## src/rtl/cla_nbit_reg_if.sv

```systemverilog
// Purpose: bundles the adder operand and result signals of cla_nbit_reg.
// Signals:
//   A, B  : N-bit operands (unsigned or two's-complement bit patterns)
//   Cin   : carry into bit 0
//   Sum   : registered N-bit sum
//   Cout  : registered carry out of bit N-1
// Modports:
//   master : drives the operands and observes the result (test side)
//   slave  : the adder itself
interface cla_nbit_reg_if #(
  parameter int N = 16
);
  logic [N-1:0] A;
  logic [N-1:0] B;
  logic         Cin;
  logic [N-1:0] Sum;
  logic         Cout;

  modport master (output A, output B, output Cin, input Sum, input Cout);
  modport slave  (input A, input B, input Cin, output Sum, output Cout);
endinterface

```

## src/rtl/cla_nbit_reg.sv

```systemverilog
// Purpose: N-bit two-level carry-lookahead adder with registered outputs.
//   Final adder of the radix-4 Booth MAC partial-product sum.
//   {Cout,Sum} = A + B + Cin, one cycle of latency, one add per cycle.
// Ports:
//   clk : rising-edge clock
//   rst : asynchronous active-high reset, clears Sum and Cout at once
//   bus : cla_nbit_reg_if slave modport (A, B, Cin in; Sum, Cout out)
// Parameter N: operand width, a multiple of 4 and at least 4.
module cla_nbit_reg #(
  parameter int N = 16
) (
  input  logic           clk,
  input  logic           rst,
  cla_nbit_reg_if.slave  bus
);

  localparam int NG = N / 4;        // 4-bit groups
  localparam int NB = (NG + 3) / 4; // blocks of 4 groups at the second level

  // Sum-of-products lookahead carry after the first n positions of a 4-wide
  // slice: c_n = g[n-1] | p[n-1]g[n-2] | ... | p[n-1]..p[0]cin.
  // Used for both the in-group bit carries and the group carries.
  function automatic logic la_carry(input logic [3:0] g, input logic [3:0] p,
                                    input logic cin, input int n);
    logic c;
    logic prod;
    c = 1'b0;
    for (int j = 0; j < 4; j++) begin
      if (j < n) begin
        prod = g[j];
        for (int m = 0; m < 4; m++) begin
          if (m > j && m < n) prod = prod & p[m];
        end
        c = c | prod;
      end
    end
    prod = cin;
    for (int m = 0; m < 4; m++) begin
      if (m < n) prod = prod & p[m];
    end
    return c | prod;
  endfunction

  logic [N-1:0]    w_p;
  logic [N-1:0]    w_g;
  logic [N-1:0]    w_c;     // carry into each bit
  logic [4*NB-1:0] w_pg;    // group propagate, zero-padded to whole blocks
  logic [4*NB-1:0] w_gg;    // group generate, zero-padded to whole blocks
  logic [NG:0]     w_cgrp;  // carry into each group; w_cgrp[NG] is carry out
  logic [N-1:0]    w_sum;
  logic            w_cout;

  logic [N-1:0]    r_sum;
  logic            r_cout;

  always_comb begin
    w_p    = bus.A ^ bus.B;
    w_g    = bus.A & bus.B;
    w_pg   = '0;
    w_gg   = '0;
    w_cgrp = '0;
    w_c    = '0;

    for (int k = 0; k < NG; k++) begin
      w_pg[k] = &w_p[4*k +: 4];
      w_gg[k] = la_carry(w_g[4*k +: 4], w_p[4*k +: 4], 1'b0, 4);
    end

    // Group carries are expanded within each block of 4 groups from the
    // block's carry-in; blocks chain through their last group carry.
    w_cgrp[0] = bus.Cin;
    for (int k = 1; k <= NG; k++) begin
      w_cgrp[k] = la_carry(w_gg[((k-1)/4)*4 +: 4], w_pg[((k-1)/4)*4 +: 4],
                           w_cgrp[((k-1)/4)*4], k - ((k-1)/4)*4);
    end

    for (int k = 0; k < NG; k++) begin
      for (int i = 0; i < 4; i++) begin
        w_c[4*k+i] = la_carry(w_g[4*k +: 4], w_p[4*k +: 4], w_cgrp[k], i);
      end
    end

    w_sum  = w_p ^ w_c;
    w_cout = w_cgrp[NG];
  end

  // Output register stage
  always_ff @(posedge clk or posedge rst) begin
    if (rst) begin
      r_sum  <= '0;
      r_cout <= 1'b0;
    end else begin
      r_sum  <= w_sum;
      r_cout <= w_cout;
    end
  end

  assign bus.Sum  = r_sum;
  assign bus.Cout = r_cout;

endmodule

```

## src/flat_wrapper.sv

```systemverilog
// flat-port wrapper written by rule: the top's interface ports become plain ports
module cla_nbit_reg_flat 
#(
  parameter int N = 16
)
  (clk, rst, bus_A, bus_B, bus_Cin, bus_Sum, bus_Cout);
  cla_nbit_reg_if #(.N(N)) bus_i ();
  input  logic clk;
  input  logic rst;
  input wire logic [$bits(bus_i.A)-1:0] bus_A;
  input wire logic [$bits(bus_i.B)-1:0] bus_B;
  input wire logic [$bits(bus_i.Cin)-1:0] bus_Cin;
  output wire logic [$bits(bus_i.Sum)-1:0] bus_Sum;
  output wire logic [$bits(bus_i.Cout)-1:0] bus_Cout;
  assign bus_i.A = bus_A;
  assign bus_i.B = bus_B;
  assign bus_i.Cin = bus_Cin;
  assign bus_Sum = bus_i.Sum;
  assign bus_Cout = bus_i.Cout;
  cla_nbit_reg #(.N(N)) u_core (.clk(clk), .rst(rst), .bus(bus_i));
endmodule
```

## config.mk

```make
export PLATFORM = sky130hd
export DESIGN_NAME = cla_nbit_reg_flat
export DESIGN_NICKNAME = d
export VERILOG_FILES = /design/src/rtl/cla_nbit_reg_if.sv /design/src/rtl/cla_nbit_reg.sv /design/src/flat_wrapper.sv
export SDC_FILE = /design/constraint.sdc
export NUM_CORES = 1
export LEC_CHECK = 0
export BUFFER_PORTS_ARGS = -buffer_cell sky130_fd_sc_hd__buf_2
export CORE_MARGIN = 2
export CORE_UTILIZATION = 52
export CTS_BUF_LIST = sky130_fd_sc_hd__clkbuf_4 sky130_fd_sc_hd__clkbuf_8
export DETAILED_ROUTE_END_ITERATION = 8
export PLACE_DENSITY_LB_ADDON = 0.2
export SKIP_CTS_REPAIR_TIMING = 1
export SYNTH_ARGS = -nofsm -noshare
export SYNTH_HDL_FRONTEND = slang
export SYNTH_SLANG_ARGS = --single-unit
export TNS_END_PERCENT = 30
```

## constraint.sdc

```tcl
create_clock -name clk -period 0.8 [get_ports clk]
set_input_delay 0.08 -clock clk [delete_from_list [all_inputs] [get_ports clk]]
set_output_delay 0.08 -clock clk [all_outputs]
set_load 0.01 [all_outputs]
```

==> results of run 1 <==
==> through the flow <==
stage	area, um2	utilization
2_1_floorplan	1260	-
3_3_place_gp	1770	0.876
3_5_place_dp	1770	0.876
4_1_cts	1800	0.890
==> kinds of logic after synthesis <==
logic type | after synthesis | share of synthesized area
buffers and inverters | 5 | 0.0165
and+or+nand+nor | 26 | 0.108
adders and majority gates | 24 | 0.290
xor gates and xnor gates | 8 | 0.0615
DFF | 17 | 0.373
AOI/OAI and AO/OA | 21 | 0.151
==> flow_results.org, run 1 <==
** Placed design
- Number of instances in the placed design :: 208
- Detailed placement ended at an HPWL of 2560 um.
- In this run the tool buffered the top-level ports with 51 buffer cells.
- Post-Place Setup Slack :: -1.20 ns
- The congestion estimate from routability-driven global placement came to 0.851.

** Synth
- Number of distinct library cells after synthesis :: 25
- Counting flops and latches in the post-synthesis netlist gives 17.
- The synthesized design spends more area on one cell type than any other, namely sky130_fd_sc_hd__dfrtp_1.
- Most used DFF post-synth :: sky130_fd_sc_hd__dfrtp_1
- Portion of synthesized cell area occupied by the leading cell type :: 0.373
- In the post-synthesis netlist, the cell with the most instances is sky130_fd_sc_hd__ha_1.
- Cell types occupying the most area after synthesis :: sky130_fd_sc_hd__dfrtp_1 37%, sky130_fd_sc_hd__ha_1 22%, sky130_fd_sc_hd__fa_1 7.0%
- Counting instances in the post-synthesis netlist gives the leading cell types as 20 x sky130_fd_sc_hd__ha_1, 17 x sky130_fd_sc_hd__dfrtp_1, 12 x sky130_fd_sc_hd__nor2_1.
- The share of the Yosys chip area taken by registers is 0.373.
- Netlist area before placement :: 1140 um2
- Post-synthesis instance total :: 101
- Total nets after synthesis :: 160
- Yosys mapped a number of flops with a built-in enable equal to 0.
- Yosys warnings :: 0
- For this run, asynchronously set or reset flops after synthesis account for 1.00.
- Post-Syn Area per Cell :: 11.3 um2

** Floorplanning
- Y dimension of the die :: 50.8 um
- Starting utilization of the core area :: 0.564
- In this run the horizontal extent of the chip is 50.8 um.
- In this run the core area contains 16 standard-cell rows.
- In this run the count of I/O pins placed on the die edge is 52.

** Run status
- Error message :: [ERROR DPL-0038] Utilization greater than 100%, impossible to legalize
- Outcome :: stopped before the end
- The flow stopped in global routing.

** STA
- After the last repair the worst path ends at a sequential cell input.
- GRT worst endpoint :: u_core.bus.Sum[15]$_DFF_PP0_/D

** Clock tree
- Library cell used as clock root buffer :: sky130_fd_sc_hd__clkbuf_4
- CTS built an H-tree with a depth of 1.
- The number of clock buffers added by TritonCTS is 3.
- Counting along the longest clock path gives a buffer depth of 2.
- The clock net in this run drives a total of 17 sinks.

** Global route
- Maximum number of pins on one net before global-route repair :: 18
==> run 2: changes to the inputs <==
--- a/config.mk
+++ b/config.mk
@@ -6,11 +6,10 @@
 export NUM_CORES = 1
 export LEC_CHECK = 0
 export BUFFER_PORTS_ARGS = -buffer_cell sky130_fd_sc_hd__buf_2
-export CORE_MARGIN = 2
-export CORE_UTILIZATION = 52
-export CTS_BUF_LIST = sky130_fd_sc_hd__clkbuf_4 sky130_fd_sc_hd__clkbuf_8
+export CORE_AREA = 2 2 63 65
 export DETAILED_ROUTE_END_ITERATION = 8
-export PLACE_DENSITY_LB_ADDON = 0.2
+export DIE_AREA = 0 0 65 67
+export PLACE_DENSITY_LB_ADDON = 0.15
 export SKIP_CTS_REPAIR_TIMING = 1
 export SYNTH_ARGS = -nofsm -noshare
 export SYNTH_HDL_FRONTEND = slang
==> flow_results.org, run 2 <==
** Floorplanning
- Measured along the x axis, the die boundary spans 65 um.
- Starting utilization of the core area :: 0.316
- I/O Pins :: 52
- The core region is 3610 um2.
- The floorplan step set the die height to 67 um.
- The die covers 4360 um2.
- Row cnt :: 22

** Global route
- Total gr overflow :: 0
- Vias in the first global route :: 1063
- The first global-routing pass estimated 4150 um of wire.
- Maximum number of pins on one net before global-route repair :: 18
- Number of antenna violations at the first check in global routing :: 0
- For this run, the total global-route usage over all layers was measured as 0.123.

** Critical path
- On the worst path, the slowest cell contributes a delay of 0.38 ns.
- Kind of start point of the critical path :: input port
- CP arrival :: 1.83 ns
- CP Depth :: 11
- In this run the worst path has a maximum fanout of 3.
- Slowest cell on the critical path :: sky130_fd_sc_hd__nor4_2
- The critical path is of the in2reg type.
- Cell class contributing the biggest share of worst-path delay :: simple AND/OR/NAND/NOR gates
- Required time of the worst setup path :: 0.93 ns
- Series of cell instances along the critical path :: buf_6, ha_4, nand4_1, nor4_2, nor3_2, o211ai_2, ha_2, o21a_1, o21a_1, nor2_1, xnor2_1
- Category of the worst setup path capture point :: flip-flop
- Cell repeated most along the worst path :: sky130_fd_sc_hd__o21a_1
- Buffers & Inverters on Critical Path :: 1

** STA
- At the pin with the least slew margin, the transition time is 0.290 ns.
- Final Cycle Share :: 2.13
- Hold timing on the final database bottoms out at a slack of 0.156 ns.
- For the final routed database, the setup TNS stands at -9.81 ns.
- Setup violations remaining at the end of the flow were counted as 32.
- Setup repair after global routing could not meet its margin everywhere.
- Highest attainable clock frequency :: 588 MHz
- Once routing completed, OpenROAD measured the worst setup slack at -0.901 ns.
- Slew Limit Fails :: 0
- Final Hold Vio Count :: 0
- Minimum clock period after layout :: 1.70 ns
- The worst pin sits at a relative slew slack of 0.805.

** Power and ir drop
- Worst ir drop on vdd :: 622 uV
- The completed layout was analyzed and its total power is 3.03 mW.
- Power spread over the standard cell area amounts to 1420 nW/um2.
- Leakage power total :: 0.984 nW

** Placed design
- The count of buffers added on input and output ports is 51.
- Last weighted congestion value of the routability-driven placer :: 0.744
- The wire-length estimate of the detail-placed layout is 2170 um.
- After detailed placement, the total cell area comes to 1830 um2.
- Post-Place Setup Slack :: -1.14 ns
- The number of placed instances, taps included, is 233.

** Finish
- The register with the most flip-flops in the layout has 16 of them.
- In the final layout, the share of cells above drive strength 1 is 0.665.
- Relative area change from synthesis to final layout :: 86.7%
- For this run, the number of standard cells in the final layout without fillers is 242.
- End-of-flow core utilization :: 0.590
- Total number of nets in the final design :: 254
- The finished cells cover 2130 um2.
- Most common cell after layout, fill and taps aside :: sky130_fd_sc_hd__buf_2
- 0 antenna diodes ended up in the layout.
- Most frequent cells in the layout :: 39 x sky130_fd_sc_hd__buf_2, 33 x sky130_fd_sc_hd__buf_4, 17 x sky130_fd_sc_hd__dfrtp_1, 16 x sky130_fd_sc_hd__buf_6, 14 x sky130_fd_sc_hd__ha_4

** Clock tree
- TritonCTS clock tree :: yes
- After clock tree synthesis, the clock-pin slew on the worst setup and hold paths is 0.07 ns.
- In this run the deepest clock path goes through 2 buffers.
- TritonCTS created 3 clock buffers.
- The cell sitting at the root of the clock tree is a sky130_fd_sc_hd__clkbuf_8.
- For this design, the sink count on the clock tree is 17.
- In this run the number of H-tree levels came out at 1.

** Synth
- Total nets after synthesis :: 160
- For this run, the leading register cell type out of synthesis is sky130_fd_sc_hd__dfrtp_1.
- For this run, asynchronously set or reset flops after synthesis account for 1.00.
- Sequential-to-total area share from yosys stat :: 0.373
- The synthesized design contains 0 enable-type register cells.
- Post-Syn Area per Cell :: 11.3 um2
- After synthesis, the most frequently instantiated cells are 20 x sky130_fd_sc_hd__ha_1, 17 x sky130_fd_sc_hd__dfrtp_1, 12 x sky130_fd_sc_hd__nor2_1.
- The largest total area in the synthesized netlist belongs to sky130_fd_sc_hd__dfrtp_1.
- Cell types occupying the most area after synthesis :: sky130_fd_sc_hd__dfrtp_1 37%, sky130_fd_sc_hd__ha_1 22%, sky130_fd_sc_hd__fa_1 7.0%
- The synthesized design contains 17 register bits.
- Yosys warnings :: 0
- Synthesis produced 101 cells.
- Netlist area before placement :: 1140 um2
- Most numerous cell in the Yosys netlist :: sky130_fd_sc_hd__ha_1
- The number of different library cells used by synthesis comes to 25.
- Portion of synthesized cell area occupied by the leading cell type :: 0.373

** Flow run
- Max-capacitance violation count :: 0

** Drt
- Before antenna repair, the detailed router went through 4 iterations.
- For this block, the initial DRC count from the detailed router was 24.
- Wires add up to 2670 um.
- The detail route stage leaves a number of antenna-violating nets equal to 0.
- Using the TritonRoute via totals, the vias-per-cell ratio works out to 4.34.
- The final route contains 1050 vias.
- Final routed wire length divided by cell count :: 11.0 um
- Remaining DRCs :: 0

** Run status
- Outcome :: finished with violations
- Violations in the final reports :: negative setup slack

** Min path
- Hold Crit Class :: in2reg
- Number of stages on the worst hold path :: 3
==> run 2: cell counts after synthesis <==
No cell type changed its count.
==> run 2: layout make-up <==
cell class / count / area, um2
Clock inverter: 1 / 5.00
Multi-Input combinational cell: 79 / 945
Inverter: 5 / 18.8
Sequential cell: 17 / 425
Fill cell: 308 / 1480
Tap cell: 48 / 60.1
Timing Repair Buffer: 89 / 633
Clock buffer: 3 / 41.3
==> run 2: cell families after synthesis <==
logic type / share of synthesized area
AOI/OAI and AO/OA: 0.151
xor gates and xnor gates: 0.0615
adders and majority gates: 0.290
buffers and inverters: 0.0165
DFF: 0.373
and+or+nand+nor: 0.108
==> run 2: path summary, 6_finish.rpt <==
kind                                                end       from  slack, ns
max in group asynchronous  u_core.bus.Sum[10]$_DFF_PP0_        rst       0.22
min in group asynchronous   u_core.bus.Sum[2]$_DFF_PP0_        rst       0.38
worst min-delay path        u_core.bus.Sum[3]$_DFF_PP0_   bus_A[3]       0.16
worst max-delay path       u_core.bus.Sum[15]$_DFF_PP0_  bus_B[10]      -0.90
==> run 2: layer usage <==
layer  share of wire  track usage
met5               0            0
met4           0.010       0.0479
met3           0.053       0.0186
met2            0.53        0.236
met1            0.41        0.136
==> run 2: power by group <==
| group | total [mW] | switching [mW] | internal, mW | leakage [nW] |
|---|---|---|---|---|
| clock network | 0.628 | 0.284 | 0.344 | 0.0255 |
| logic | 1.34 | 0.586 | 0.758 | 0.762 |
| registers | 1.06 | 0.0349 | 1.02 | 0.197 |
| total | 3.03 | 0.905 | 2.13 | 0.984 |
No activity file was read; power rests on OpenSTA's default activity.
==> run 3: changes to the inputs <==
--- a/config.mk
+++ b/config.mk
@@ -6,10 +6,10 @@
 export NUM_CORES = 1
 export LEC_CHECK = 0
 export BUFFER_PORTS_ARGS = -buffer_cell sky130_fd_sc_hd__buf_2
-export CORE_AREA = 2 2 63 65
+export CORE_MARGIN = 2
+export CORE_UTILIZATION = 30
 export DETAILED_ROUTE_END_ITERATION = 8
-export DIE_AREA = 0 0 65 67
-export PLACE_DENSITY_LB_ADDON = 0.15
+export PLACE_DENSITY = 0.53
 export SKIP_CTS_REPAIR_TIMING = 1
 export SYNTH_ARGS = -nofsm -noshare
 export SYNTH_HDL_FRONTEND = slang
==> flow_results.org, run 3 (same netlist as run 2, synthesis figures left out) <==
** Run status
- The flow ran to the end, but the final reports show violations.
- Violations in the final reports :: negative setup slack

** Min path
- Number of stages on the worst hold path :: 3
- Startpoint of the tightest hold check path :: bus_A[15]
- Hold Crit Class :: in2reg
- Worst Hold Path EP :: u_core.bus.Cout$_DFF_PP0_

** Finish
- The register with the most flip-flops in the layout has 16 of them.
- Final instance area :: 2140 um2
- Sequential cell area :: 425 um2
- Antenna diode count :: 0
- Total number of nets in the final design :: 257
- Share of cells above drive strength 1 :: 0.675
- Area used by multi-input combinational logic :: 940 um2
- Number of fill cells in the layout :: 314
- Finished Layout Cells :: 245
- Relative area change from synthesis to final layout :: 87.7%
- Once layout is complete, the utilization of the core stands at 0.584.
- The library cell used most frequently in the layout, excluding fill and tap cells, is sky130_fd_sc_hd__buf_2.
- Most frequent cells in the layout :: 40 x sky130_fd_sc_hd__buf_2, 36 x sky130_fd_sc_hd__buf_4, 17 x sky130_fd_sc_hd__dfrtp_1, 15 x sky130_fd_sc_hd__buf_6, 12 x sky130_fd_sc_hd__ha_4

** Floorplanning
- Row cnt :: 22
- The floorplan step defined a die boundary enclosing 4310 um2.
- Measured along the x axis, the die boundary spans 65.6 um.
- For this configuration, the core starts out at a cell density of 0.311.
- I/O Pins :: 52
- The region available for standard cell placement spans 3660 um2.
- Y dimension of the die :: 65.6 um

** Power and ir drop
- Leakage power total :: 0.997 nW
- In this run the power density over the cells is 1460 nW/um2.
- Total power for the finished layout comes to 3.11 mW.
- Across the VDD grid, the largest voltage drop is 753 uV.

** Placed design
- HPWL reported at the end of detailed placement :: 2240 um
- Number of buffers inserted by port buffering :: 51
- Summing all placed instances gives a cell area of 1860 um2.
- Number of instances in the placed design :: 237
- Routability-driven placement finished with a final weighted congestion of 0.773.
- Timing analysis after detailed placement gives a worst setup slack of -1.15 ns.

** STA
- Number of endpoints failing setup at the final stage :: 32
- The final hold violation count was 0.
- Final sum of negative setup slack :: -9.74 ns
- Worst hold slack :: 0.173 ns
- The smallest clock period supported by the final layout is computed as 1.61 ns.
- Measured against its own limit, the worst slew margin works out to 0.829.
- Final Cycle Share :: 2.01
- Highest attainable clock frequency :: 622 MHz
- At the pin with the least slew margin, the transition time is 0.254 ns.
- The final number of max-transition violations came to 0.
- Setup repair after global routing could not meet its margin everywhere.
- Fin worst setup slack :: -0.807 ns

** Clock tree
- The clock net in this run drives a total of 17 sinks.
- CTS Buf Count :: 3
- Counting along the longest clock path gives a buffer depth of 2.
- After clock tree synthesis, the clock-pin slew on the worst setup and hold paths is 0.08 ns.
- The tree is rooted in a sky130_fd_sc_hd__clkbuf_8.
- TritonCTS clock tree :: yes
- CTS HTree Levels :: 1

** Critical path
- STA classifies the critical path startpoint as an input port.
- The worst setup path is of the in2reg kind.
- Along the worst path, the maximum fanout reaches 3.
- Category of the worst setup path capture point :: flip-flop
- The critical path starts at bus_A[11].
- At the worst endpoint, the required time is 0.94 ns.
- STA puts the critical path data arrival time at 1.75 ns.

** Global route
- Vias in the first global route :: 1081
- Global-route wire length before repair :: 4530 um
- Total gr overflow :: 0
- Entering global routing, the biggest net connects 18 pins.
- All-Layer GR Usage :: 0.135
- Number of antenna violations at the first check in global routing :: 0

** Drt
- Final routed wire length divided by cell count :: 11.8 um
- In the routed design, unresolved DRC markers number 0.
- 1st-pass router iterations :: 2
- Vias :: 1094
- For this block, the initial DRC count from the detailed router was 44.
- Using the TritonRoute via totals, the vias-per-cell ratio works out to 4.47.
- After detailed routing, the total wire length is 2900 um.
- Post-detailed-route count of antenna-violating nets :: 0

** Flow run
- Max-capacitance violation count :: 0
-- run 3: cell count changes in the layout (fill, tap and decap cells not counted), sizes merged --
cell	change
buf	+3
-- run 3: cell type report --
cell class | count | share of cell area
inverters | 5 | 0.00877
well taps | 48 | 0.0281
repair buffers | 92 | 0.304
multi-input cells | 79 | 0.439
clock buffers | 3 | 0.0193
flip-flops and latches | 17 | 0.199
clock inverters | 1 | 0.00234
-- run 3: worst max path at each step --
| stage | to |
|---|---|
| 2_1_floorplan | u_core.bus.Sum[11]$_DFF_PP0_ |
| 3_5_place_dp | u_core.bus.Sum[11]$_DFF_PP0_ |
| 5_1_grt | u_core.bus.Sum[15]$_DFF_PP0_ |
| 3_3_place_gp | u_core.bus.Sum[11]$_DFF_PP0_ |
| 6_report | u_core.bus.Sum[15]$_DFF_PP0_ |
| 4_1_cts | u_core.bus.Sum[11]$_DFF_PP0_ |
-- run 3: critical path, cell delays in order --
cell and delay (ns):
sky130_fd_sc_hd__buf_2 0.12, sky130_fd_sc_hd__ha_4 0.27, sky130_fd_sc_hd__nand4_1 0.15, sky130_fd_sc_hd__nor4_2 0.33
sky130_fd_sc_hd__nor3_2 0.07, sky130_fd_sc_hd__o211ai_2 0.09, sky130_fd_sc_hd__ha_2 0.19, sky130_fd_sc_hd__o21a_1 0.14
sky130_fd_sc_hd__o21a_1 0.14, sky130_fd_sc_hd__nor2_1 0.06, sky130_fd_sc_hd__xnor2_1 0.12
-- run 3: per-layer routing --
metal / routed length, um / GRT usage / part of all wire
met1: 1130 / 0.171 / 0.39
met2: 1600 / 0.235 / 0.55
met3: 140 / 0.0154 / 0.048
met4: 33 / 0.0469 / 0.011
met5: 0 / 0 / 0
-- run 3: where the power goes --
group          internal [mW]  switching [mW]  leakage [nW]
Sequential              1.02          0.0366         0.197
Combinational          0.787           0.600         0.774
Clock                  0.346           0.322        0.0255
Total                   2.15           0.959         0.997
==> run 4: changes to the inputs <==
--- a/config.mk
+++ b/config.mk
@@ -6,10 +6,12 @@
 export NUM_CORES = 1
 export LEC_CHECK = 0
 export BUFFER_PORTS_ARGS = -buffer_cell sky130_fd_sc_hd__buf_2
+export CELL_PAD_IN_SITES_DETAIL_PLACEMENT = 0
+export CELL_PAD_IN_SITES_GLOBAL_PLACEMENT = 1
 export CORE_MARGIN = 2
 export CORE_UTILIZATION = 30
 export DETAILED_ROUTE_END_ITERATION = 8
-export PLACE_DENSITY = 0.53
+export PLACE_DENSITY = 0.68
 export SKIP_CTS_REPAIR_TIMING = 1
 export SYNTH_ARGS = -nofsm -noshare
 export SYNTH_HDL_FRONTEND = slang
==> flow_results.org, run 4 (same netlist as run 2, synthesis figures left out) <==
** Run status
- The flow ran to the end, but the final reports show violations.
- Violations in the final reports :: negative setup slack

** Global route
- Maximum number of pins on one net before global-route repair :: 18
- Number of antenna violations at the first check in global routing :: 0
- Total gr overflow :: 0
- The first global-routing pass estimated 4490 um of wire.
- Across every metal layer, demand over resource in global routing totals 0.134.
- The via count of the first global-routing pass was 1094.

** Drt
- Post-detailed-route count of antenna-violating nets :: 0
- The pre-antenna-repair detailed-routing pass consisted of 4 iterations.
- Using the TritonRoute via totals, the vias-per-cell ratio works out to 4.51.
- The first routing iteration left 29 violations.
- After detailed routing, the average wire length per cell comes to 12.4 um.
- The routed design has 3060 um of wire.
- After detailed routing, the number of remaining DRC violations is 0.
- The routed layout has 1114 vias.

** Flow run
- Across the run, the number of max-cap violations was 0.

** Floorplanning
- I/O Pins :: 52
- Die area :: 4310 um2
- Die Wd :: 65.6 um
- Row cnt :: 22
- For this configuration, the core starts out at a cell density of 0.311.
- Area of the core :: 3660 um2
- Y dimension of the die :: 65.6 um

** Finish
- Share of cells above drive strength 1 :: 0.678
- At the end of the flow, the number of nets in the layout was 259.
- The repair_antennas step left the layout with diodes totalling 0.
- Most frequent cells in the layout :: 38 x sky130_fd_sc_hd__buf_2, 38 x sky130_fd_sc_hd__buf_4, 17 x sky130_fd_sc_hd__buf_6, 17 x sky130_fd_sc_hd__dfrtp_1, 14 x sky130_fd_sc_hd__ha_4
- For this run, the number of standard cells in the final layout without fillers is 247.
- After routing the design area is 2180 um2.
- Relative area change from synthesis to final layout :: 91.4%
- The filler cells instantiated in the layout total 300.
- Largest register FFs :: 16
- For this run, the share of the core covered by cells in the final layout is 0.596.

** Critical path
- Series of cell instances along the critical path :: buf_6, ha_4, a21oi_2, o21ai_2, o21bai_4, a21bo_2, ha_4, o21a_1, o21a_1, nor2_2, xnor2_1
- For the worst setup path, the data arrival time is 1.83 ns.
- Maximum fanout along the worst path :: 3
- For the worst setup path, the data required time is 0.98 ns.
- Category of the worst setup path capture point :: flip-flop
- Kind of start point of the critical path :: input port
- CP Class :: in2reg
- Slowest cell on the critical path :: sky130_fd_sc_hd__a21bo_2
- Delay of the slowest cell on the worst path :: 0.25 ns

** Placed design
- Including well taps, the total number of placed cells is 237.
- Area after detailed placement :: 1860 um2
- Number of buffers inserted by port buffering :: 51
- Post-Place Setup Slack :: -1.13 ns
- HPWL reported at the end of detailed placement :: 2330 um
- The congestion estimate from routability-driven global placement came to 0.780.

** STA
- Worst hold slack :: 0.165 ns
- In the finished design, the share of the clock period the worst path needs comes to 2.06.
- Highest attainable clock frequency :: 606 MHz
- Final Hold Vio Count :: 0
- Once routing completed, OpenROAD measured the worst setup slack at -0.850 ns.
- Setup violations remaining at the end of the flow were counted as 32.
- Measured against its own limit, the worst slew margin works out to 0.823.
- Setup repair after global routing could not meet its margin everywhere.
- For the pin with the worst max-slew slack, the measured transition is 0.264 ns.
- Minimum clock period after layout :: 1.65 ns
- Slew Limit Fails :: 0
- Summed over all failing endpoints, the final setup total negative slack is -9.81 ns.

** Clock tree
- Buffers from clock root to sink, at most :: 2
- Library cell used as clock root buffer :: sky130_fd_sc_hd__clkbuf_8
- CTS HTree Levels :: 1
- CTS Buf Count :: 3
- CTS sink count :: 17
- After clock tree synthesis, the clock-pin slew on the worst setup and hold paths is 0.07 ns.
- TritonCTS built the clock tree.

** Power and ir drop
- VDD sags by at most 513 uV.
- In this run the power density over the cells is 1440 nW/um2.
- Leakage power total :: 1.01 nW
- Overall power consumption after layout is estimated at 3.14 mW.

** Min path
- Hold Crit Class :: in2reg
## run 4: cell count changes in the layout (fill, tap and decap cells not counted), sizes merged
cell,delta
buf,+2
## run 4: worst paths after layout
check / endpoint / depth (start not counted) / start / slack [ns]
worst max-delay path: u_core.bus.Sum[11]$_DFF_PP0_ / 11 / bus_A[1] / -0.85
worst min-delay path: u_core.bus.Sum[12]$_DFF_PP0_ / 2 / bus_A[12] / 0.17
max in group asynchronous: u_core.bus.Sum[7]$_DFF_PP0_ / 4 / rst / 0.23
min in group asynchronous: u_core.bus.Sum[15]$_DFF_PP0_ / 4 / rst / 0.38
## run 4: power by group
part | switching, mW | total (mW) | internal (mW) | leakage [nW]
Clock | 0.303 | 0.649 | 0.346 | 0.0255
Combinational | 0.621 | 1.42 | 0.804 | 0.789
Sequential | 0.0401 | 1.06 | 1.02 | 0.197
Total | 0.964 | 3.14 | 2.17 | 1.01
## run 4: metal layers
layer,vias up,track usage,share of wire,wire length (um)
li1,549,-,-,-
met1,533,0.149,0.40,1230
met2,28,0.254,0.54,1640
met3,4,0.0274,0.051,156
met4,0,0.0391,0.0082,25
met5,-,0,0,0
## run 4: area by class of cell
class	count	area, um2	share of cell area
Inverter	5	18.8	0.00860
Multi-Input combinational cell	79	955	0.438
Timing Repair Buffer	94	677	0.310
Clock buffer	3	41.3	0.0189
Sequential cell	17	425	0.195
Clock inverter	1	5.00	0.00229
Tap cell	48	60.1	0.0275
## run 4: critical path: cells and delay by family
kind	cells	cell delay (ns)
compound gates	6	1.05
xor+xnor	1	0.12
fa+ha+maj	2	0.40
buf+inv	1	0.10
simple gates	1	0.10
